<file path="config.mk">
export PLATFORM = sky130hd
export DESIGN_NAME = shift_add_mult_ctrl
export DESIGN_NICKNAME = d
export VERILOG_FILES = /design/src/rtl/mult_pkg.sv /design/src/rtl/shift_add_mult_ctrl.sv
export SDC_FILE = /design/constraint.sdc
export NUM_CORES = 1
export LEC_CHECK = 0
export BUFFER_PORTS_ARGS = -buffer_cell sky130_fd_sc_hd__buf_2
export CORE_ASPECT_RATIO = 1.25
export CORE_MARGIN = 2
export CORE_UTILIZATION = 48
export CTS_CLUSTER_DIAMETER = 200
export DETAILED_ROUTE_END_ITERATION = 7
export PLACE_DENSITY_LB_ADDON = 0.15
export SYNTH_ARGS = -nofsm -noshare
export SYNTH_HDL_FRONTEND = slang
export SYNTH_SLANG_ARGS = --single-unit
</file>
<file path="constraint.sdc">
create_clock -name clk -period 2 [get_ports clk]
set_input_delay 0.4 -clock clk [delete_from_list [all_inputs] [get_ports clk]]
set_output_delay 0.4 -clock clk [all_outputs]
set_load 0.02 [all_outputs]
</file>
<file path="src/rtl/mult_pkg.sv">
// Shared definitions for the 8x8 shift-add multiplier: datapath width,
// 74181 function-select codes and the sequencer state encoding.
package mult_pkg;

  localparam int WIDTH = 8;
  localparam int CNT_W = 4;

  localparam logic [3:0] ALU_S_ADD   = 4'b1001;
  localparam logic       ALU_M_ARITH = 1'b0;

  typedef enum logic [1:0] {
    IDLE  = 2'd0,
    ADD   = 2'd1,
    SHIFT = 2'd2,
    DONE  = 2'd3
  } mult_state_t;

endpackage

</file>
<file path="src/rtl/shift_add_mult_ctrl.sv">
// Sequencer and datapath registers for an 8x8 unsigned shift-add multiplier
// driving an external 74181-pair ALU. Optional macro: MULT_ZERO_BYPASS_EN.
module shift_add_mult_ctrl
  import mult_pkg::*;
#(
  parameter logic CIN_NO_CARRY = 1'b1
) (
  input  logic                 clk,
  input  logic                 rst,
  input  logic                 start,
  input  logic [WIDTH-1:0]     a,
  input  logic [WIDTH-1:0]     b,
  output logic                 busy,
  output logic                 done,
  output logic [2*WIDTH-1:0]   product,
  output logic [WIDTH-1:0]     alu_a,
  output logic [WIDTH-1:0]     alu_b,
  output logic [3:0]           alu_s,
  output logic                 alu_m,
  output logic                 alu_c_in,
  input  logic [WIDTH-1:0]     alu_f,
  input  logic                 alu_c_out
);

  mult_state_t      state;
  logic [WIDTH-1:0] mcand;
  logic [WIDTH-1:0] acc;
  logic [WIDTH-1:0] q;
  logic             c;
  logic [CNT_W-1:0] cnt;

  always_ff @(posedge clk or posedge rst) begin
    if (rst) begin
      state <= IDLE;
      mcand <= '0;
      acc   <= '0;
      q     <= '0;
      c     <= 1'b0;
      cnt   <= '0;
      busy  <= 1'b0;
      done  <= 1'b0;
    end else begin
      done <= 1'b0;
      case (state)
        IDLE: begin
          if (start) begin
            mcand <= a;
            q     <= b;
            acc   <= '0;
            c     <= 1'b0;
            cnt   <= CNT_W'(WIDTH);
            busy  <= 1'b1;
`ifdef MULT_ZERO_BYPASS_EN
            if (a == '0 || b == '0) begin
              q     <= '0;
              state <= DONE;
              done  <= 1'b1;
            end else begin
              state <= ADD;
            end
`else
            state <= ADD;
`endif
          end
        end
        ADD: begin
          // 74181 carry-out is active-low; fold it back to a true carry bit.
          if (q[0]) begin
            acc <= alu_f;
            c   <= alu_c_out ^ CIN_NO_CARRY;
          end
          state <= SHIFT;
        end
        SHIFT: begin
          c   <= 1'b0;
          acc <= {c, acc[WIDTH-1:1]};
          q   <= {acc[0], q[WIDTH-1:1]};
          cnt <= cnt - 1'b1;
          if (cnt == CNT_W'(1)) begin
            state <= DONE;
            done  <= 1'b1;
          end else begin
            state <= ADD;
          end
        end
        DONE: begin
          state <= IDLE;
          busy  <= 1'b0;
        end
        default: begin
          state <= IDLE;
          busy  <= 1'b0;
        end
      endcase
    end
  end

  assign product  = {acc, q};
  assign alu_a    = acc;
  assign alu_b    = mcand;
  assign alu_s    = ALU_S_ADD;
  assign alu_m    = ALU_M_ARITH;
  assign alu_c_in = CIN_NO_CARRY;

endmodule
</file>
# [Word level (Yosys, flattened, before mapping)]
# Cells that the tools add are included.
[classes] add_sub_neg=1 eq_ne=6 muxes=17 bitwise=1 reduce_logical=8
[ops] cell="8-bit 2-to-1 mux" n=3
[ops] cell="8-bit case mux with 3 select lines" n=1
[ops] cell="8-bit case mux with 2 select lines" n=1
[ops] cell="2-bit case mux with 4 select lines" n=1
[ops] cell="4-bit case mux with 2 select lines" n=1
[ops] cell="2-bit AND reduction" n=3
[ops] cell="1-bit 2-to-1 mux" n=5
[ops] cell="2-bit equality test (second input constant)" n=2
[ops] cell="4-bit by 1-bit equality test with 1-bit output (second input constant)" n=1
[ops] cell="2-bit 2-to-1 mux" n=2
[ops] cell="4-bit 2-to-1 mux" n=1
[ops] cell="2-bit inequality test (second input constant)" n=2
[ops] cell="2-bit nonzero test" n=2
[ops] cell="4-bit by 1-bit subtractor with 4-bit output (second input constant)" n=1
[ops] cell="1-bit case mux with 3 select lines" n=1
[ops] cell="3-bit AND reduction" n=1
[ops] cell="3-bit nonzero test" n=1
[ops] cell="2-bit by 1-bit equality test with 1-bit output (second input constant)" n=1
[ops] cell="2-bit logical NOT" n=1
[ops] cell="1-bit case mux with 2 select lines" n=1
[ops] cell="1-bit NOT" n=1
[totals] register_bits=33 inputBits=28 out_inout_bits=40 word_cells=41

# [Longest topological paths before layout]
[logic_depth] depth_word=3 depth_mapped=6 mapped_depth_nobuf=5

# [Worst setup path before layout]
# No wires, ideal clock.
[synth_timing] path_kind="flip-flop to flip-flop" start="reg state[1]" end="reg acc[0], in the netlist alu_a[0]" setup_ps=125 t_arrival_ps=1585 required_time_ps=1875 slack_ps=290 path_stages_with_launch=7 n_path_buf=1 synth_period_minus_slack_ps=1710 cell_sequence="dfrtp_1 > inv_1 > ha_1 > buf_2 > nor2b_1 > nor3_4 > mux2_2"
[synth_via] elab_chain_len=3 word_cells_on_any_way=8 cone_classes="4 x eq/ne; 1 x mux; 3 x reduce/logical"
[synth_lines] item="from (decl)" line="shift_add_mult_ctrl.sv:25" source="mult_state_t state;"
[synth_lines] item="from (signal assigned)" line="shift_add_mult_ctrl.sv:34" source="state <= IDLE;"
[synth_lines] item="from (signal assigned)" line="shift_add_mult_ctrl.sv:62" source="state <= ADD;"
[synth_lines] item="from (signal assigned)" line="shift_add_mult_ctrl.sv:72" source="state <= SHIFT;"
[synth_lines] item="2-bit by 1-bit equality test with 1-bit output (tied with other cells)" line="shift_add_mult_ctrl.sv:44" source="case (state)"
[synth_lines] item="2-bit inequality test (no line) / 3-bit nonzero test (equally long branches)"
[synth_lines] item="3-bit AND reduction (no line)"
[synth_lines] item="to (signal assigned)" line="shift_add_mult_ctrl.sv:69" source="acc <= alu_f;"
[synth_lines] item="to (signal assigned)" line="shift_add_mult_ctrl.sv:76" source="acc <= {c, acc[WIDTH-1:1]};"
[synth_lines] item="to (decl)" line="shift_add_mult_ctrl.sv:27" source="logic [WIDTH-1:0] acc;"
# Parallel ways exist; a longest one is shown, timed or not.
# A chain may end at the register's enable or synchronous reset.

# [Worst setup path after layout]
[layout_timing] start="reg state[0]" end="reg acc[4], in the netlist alu_a[4]"
# Same word-level chain as after synthesis.

==> results.ini <==
[cts]
cts_buffers = 5
cts_sinks = 33
cts_buffer_depth = 2
ctsHoldBuffers = 0
h-tree-depth = 2
cts_tree = done
cts_root_buf = clkbuf_8
clkSlewWorstSetupHoldPaths_ps = 70
clock_latency_ps = 280

[setup_path]
cp.arrival_ps = 1950
worst_path_largest_cell_delay_ps = 380
crit_required_ps = 2160
rr_worst_depth = 6
r2r_slack_ps = 210
reg2reg_to = alu_a[4]$_DFFE_PP0P_
cp_slowest_cell = dfrtp_1
criticalPathCategory = flip-flop to flip-flop
worst_setup_path_start_kind = flip-flop
r2r_start = state[0]$_DFFE_PP0P_
critPathMaxFanout = 6
crit_path_end_kind = flip-flop
crit_chain = inv_1 -> ha_1 -> and2b_4 -> nor3_4 -> buf_4 -> mux2_2

[yosys]
syn_area_um2 = 1707
synth_simple_gate_area_share_pct = 11.36
yosysSeqAreaShare_pct = 48.39
synth_xor_area_share_pct = 0
synthAdderAreaFrac_pct = 5.132
synth_seq_cells = 33
synth.distinct_cells = 26
synth_cells = 152
synth_compound_area_share_pct = 9.311
avgSynthCellArea_um2 = 11.23
ys_warn_count = 0
synthMuxAreaShare_pct = 16.50
synth_top_family_by_area = multiplexers

[pwr]
ir_worst_vdd_uv = 1143
p_clk_share_pct = 17.2
power_density_nw_per_um2 = 1753
p_leak_nw = 1.096
p_int_mw = 2.198
power.switching_mw = 1.521
power_frac_seq_pct = 31.8
p_sw_share_pct = 40.89
combPwrFrac_pct = 51.0

[routing]
drc = 0
wire_per_inst_um = 13.30
dr.pass1.iters = 4
drt-initial-drc-count = 26
viasPerCell = 5.060
finalWirelength_mm = 3.351
routed-via-count = 1275
antenna_left = 0

[timing]
max_freq_ghz = 0.5580
post-route-period-util_pct = 89.60
whs_ps = 195.9
worst_slack_ps = 208.0
finalSetupTns_ps = 0
finalSetupViolations = 0
rsz0062_at_grt = no
drv_slew = 0
finalHoldViolCount = 0
clock_skew_ps = 7.660
timing.final.crit_period_ps = 1792

[placement]
place_area_um2 = 1984
port_buffers = 61
hpwl_mm = 2.590
post-place-ws_ps = 95.85
gp_congestion = 0.7974

[die]
coreArea_um2 = 3453
ioPinCount = 68
rows = 24
dieArea_um2 = 4051
fp.dieH_um = 70.67
start_util_pct = 49.42
die_w_um = 57.33

[cells_and_area]
utilization_pct = 61.45
layout_commonest_cell = buf_2
syn2layout_area_growth_pct = 24.34
drive_above_1_share_pct = 45.54
finalNetCount = 247
diodes = 0
final_cell_mix = 61 x buf_2, 33 x dfrtp_1, 17 x mux2_2, 14 x nand2_1, 12 x o21ai_0
stdcell_area_um2 = 2122
nFillCells = 318

[flow_run]
drv_cap = 0

[grt]
grt_pass1_wl_mm = 5.568
grt_max_degree = 34
grt_use_total_pct = 17.49
grt_pass1_vias = 1275
grt_overflow = 0
antenna_found_initial = 0

[status]
status = finished clean

[hold_path]
hold_path_class = primary input to asynchronous set/reset pin

worst max path at each step:
stage,startpoint,to,slack [ps]
after floorplan,state[1]$_DFFE_PP0P_,alu_a[0]$_DFFE_PP0P_,290
after global placement,state[1]$_DFFE_PP0P_,c$_DFFE_PP0P_,180
after detailed placement,state[0]$_DFFE_PP0P_,c$_DFFE_PP0P_,100
after CTS,state[1]$_DFFE_PP0P_,c$_DFFE_PP0P_,70
after global routing,state[0]$_DFFE_PP0P_,alu_a[2]$_DFFE_PP0P_,70
final,state[0]$_DFFE_PP0P_,alu_a[4]$_DFFE_PP0P_,210
cells by family (layout without fill, tap and decap cells):
kind of cell	after synthesis	in the layout
AOI/OAI and AO/OA	25	25
adders and majority gates	7	7
buffers and inverters	25	82
DFF	33	33
muxes	26	26
other	2	6
and+or+nand+nor	34	34
synthesized netlist by cell type:
library cell | count | area, um2
a22o_1 | 1 | 8.760
o2bb2ai_1 | 1 | 8.760
buf_4 | 14 | 105.1
nor3_1 | 1 | 5.000
mux2i_1 | 9 | 90.09
dfrtp_1 | 33 | 825.8
o31ai_1 | 1 | 7.510
and4bb_2 | 1 | 12.51
nor3_4 | 1 | 16.27
nand2_1 | 14 | 52.55
conb_1 | 2 | 7.510
nor2_1 | 1 | 3.750
buf_2 | 4 | 20.02
or3_1 | 1 | 6.260
mux2_2 | 17 | 191.4
a311oi_1 | 1 | 8.760
and2_1 | 1 | 6.260
o21ai_0 | 12 | 60.06
ha_1 | 7 | 87.58
nand2b_1 | 3 | 18.77
inv_1 | 6 | 22.52
a21oi_1 | 1 | 5.000
a22oi_1 | 8 | 60.06
nor2b_1 | 10 | 62.56
and2b_4 | 1 | 10.01
clkbuf_1 | 1 | 3.750
power groups by stage:
stage | Clock [mW] | Combinational [mW] | Sequential (mW)
finish | 0.641 | 1.90 | 1.18
floorplan | 0 | 1.11 | 1.46
global placement | 0 | 1.83 | 1.17
CTS | 0.655 | 1.88 | 1.19
global route | 0.681 | 2.08 | 1.23
detailed placement | 0 | 1.87 | 1.20
flip-flops by register name, indices dropped and copies added (netlist names):
name and flops:
alu_a 8, alu_b 8, busy 1, c 1, cnt 4, done 1, q 8, state 2
what timing repair did:
| action | 4_1_cts | 5_1_grt |
|---|---|---|
| gates resized for setup | 0 | 1 |
| setup endpoints to repair | 0 | 10 |
| setup buffers | 0 | 2 |
critical path, delay by kind of cell (launching register included):
family / cells / cell delay, ps
AND/OR/NAND/NOR: 2 / 400
buffers and inverters: 2 / 290
flip-flops: 1 / 380
multiplexers: 1 / 340
adder cells (fa/ha/maj): 1 / 270
cell type report:
cell class	instances	area (um2)	area share [%]
Clock buffer	6	82.58	3.892
Clock inverter	2	37.54	1.769
Inverter	6	22.52	1.061
Multi-Input combinational cell	98	747.0	35.20
Sequential cell	33	825.8	38.92
Tap cell	39	48.80	2.300
Timing Repair Buffer	68	357.8	16.86
routing by layer:
layer  track usage [%]  vias up  part of all wire, %
li1                  -      620                    -
met1             20.24      603                   38
met2             31.29       44                   55
met3             3.656        8                  5.4
met4             6.718        0                  1.7
met5                 0        -                    0
per-stage QoR:
stage,power [mW],std cells
floorplan,2.575,156
global placement,2.999,242
detailed placement,3.071,242
CTS,3.721,250
global route,3.986,252
finish,3.719,252
Power figures use the tool's default switching activity.
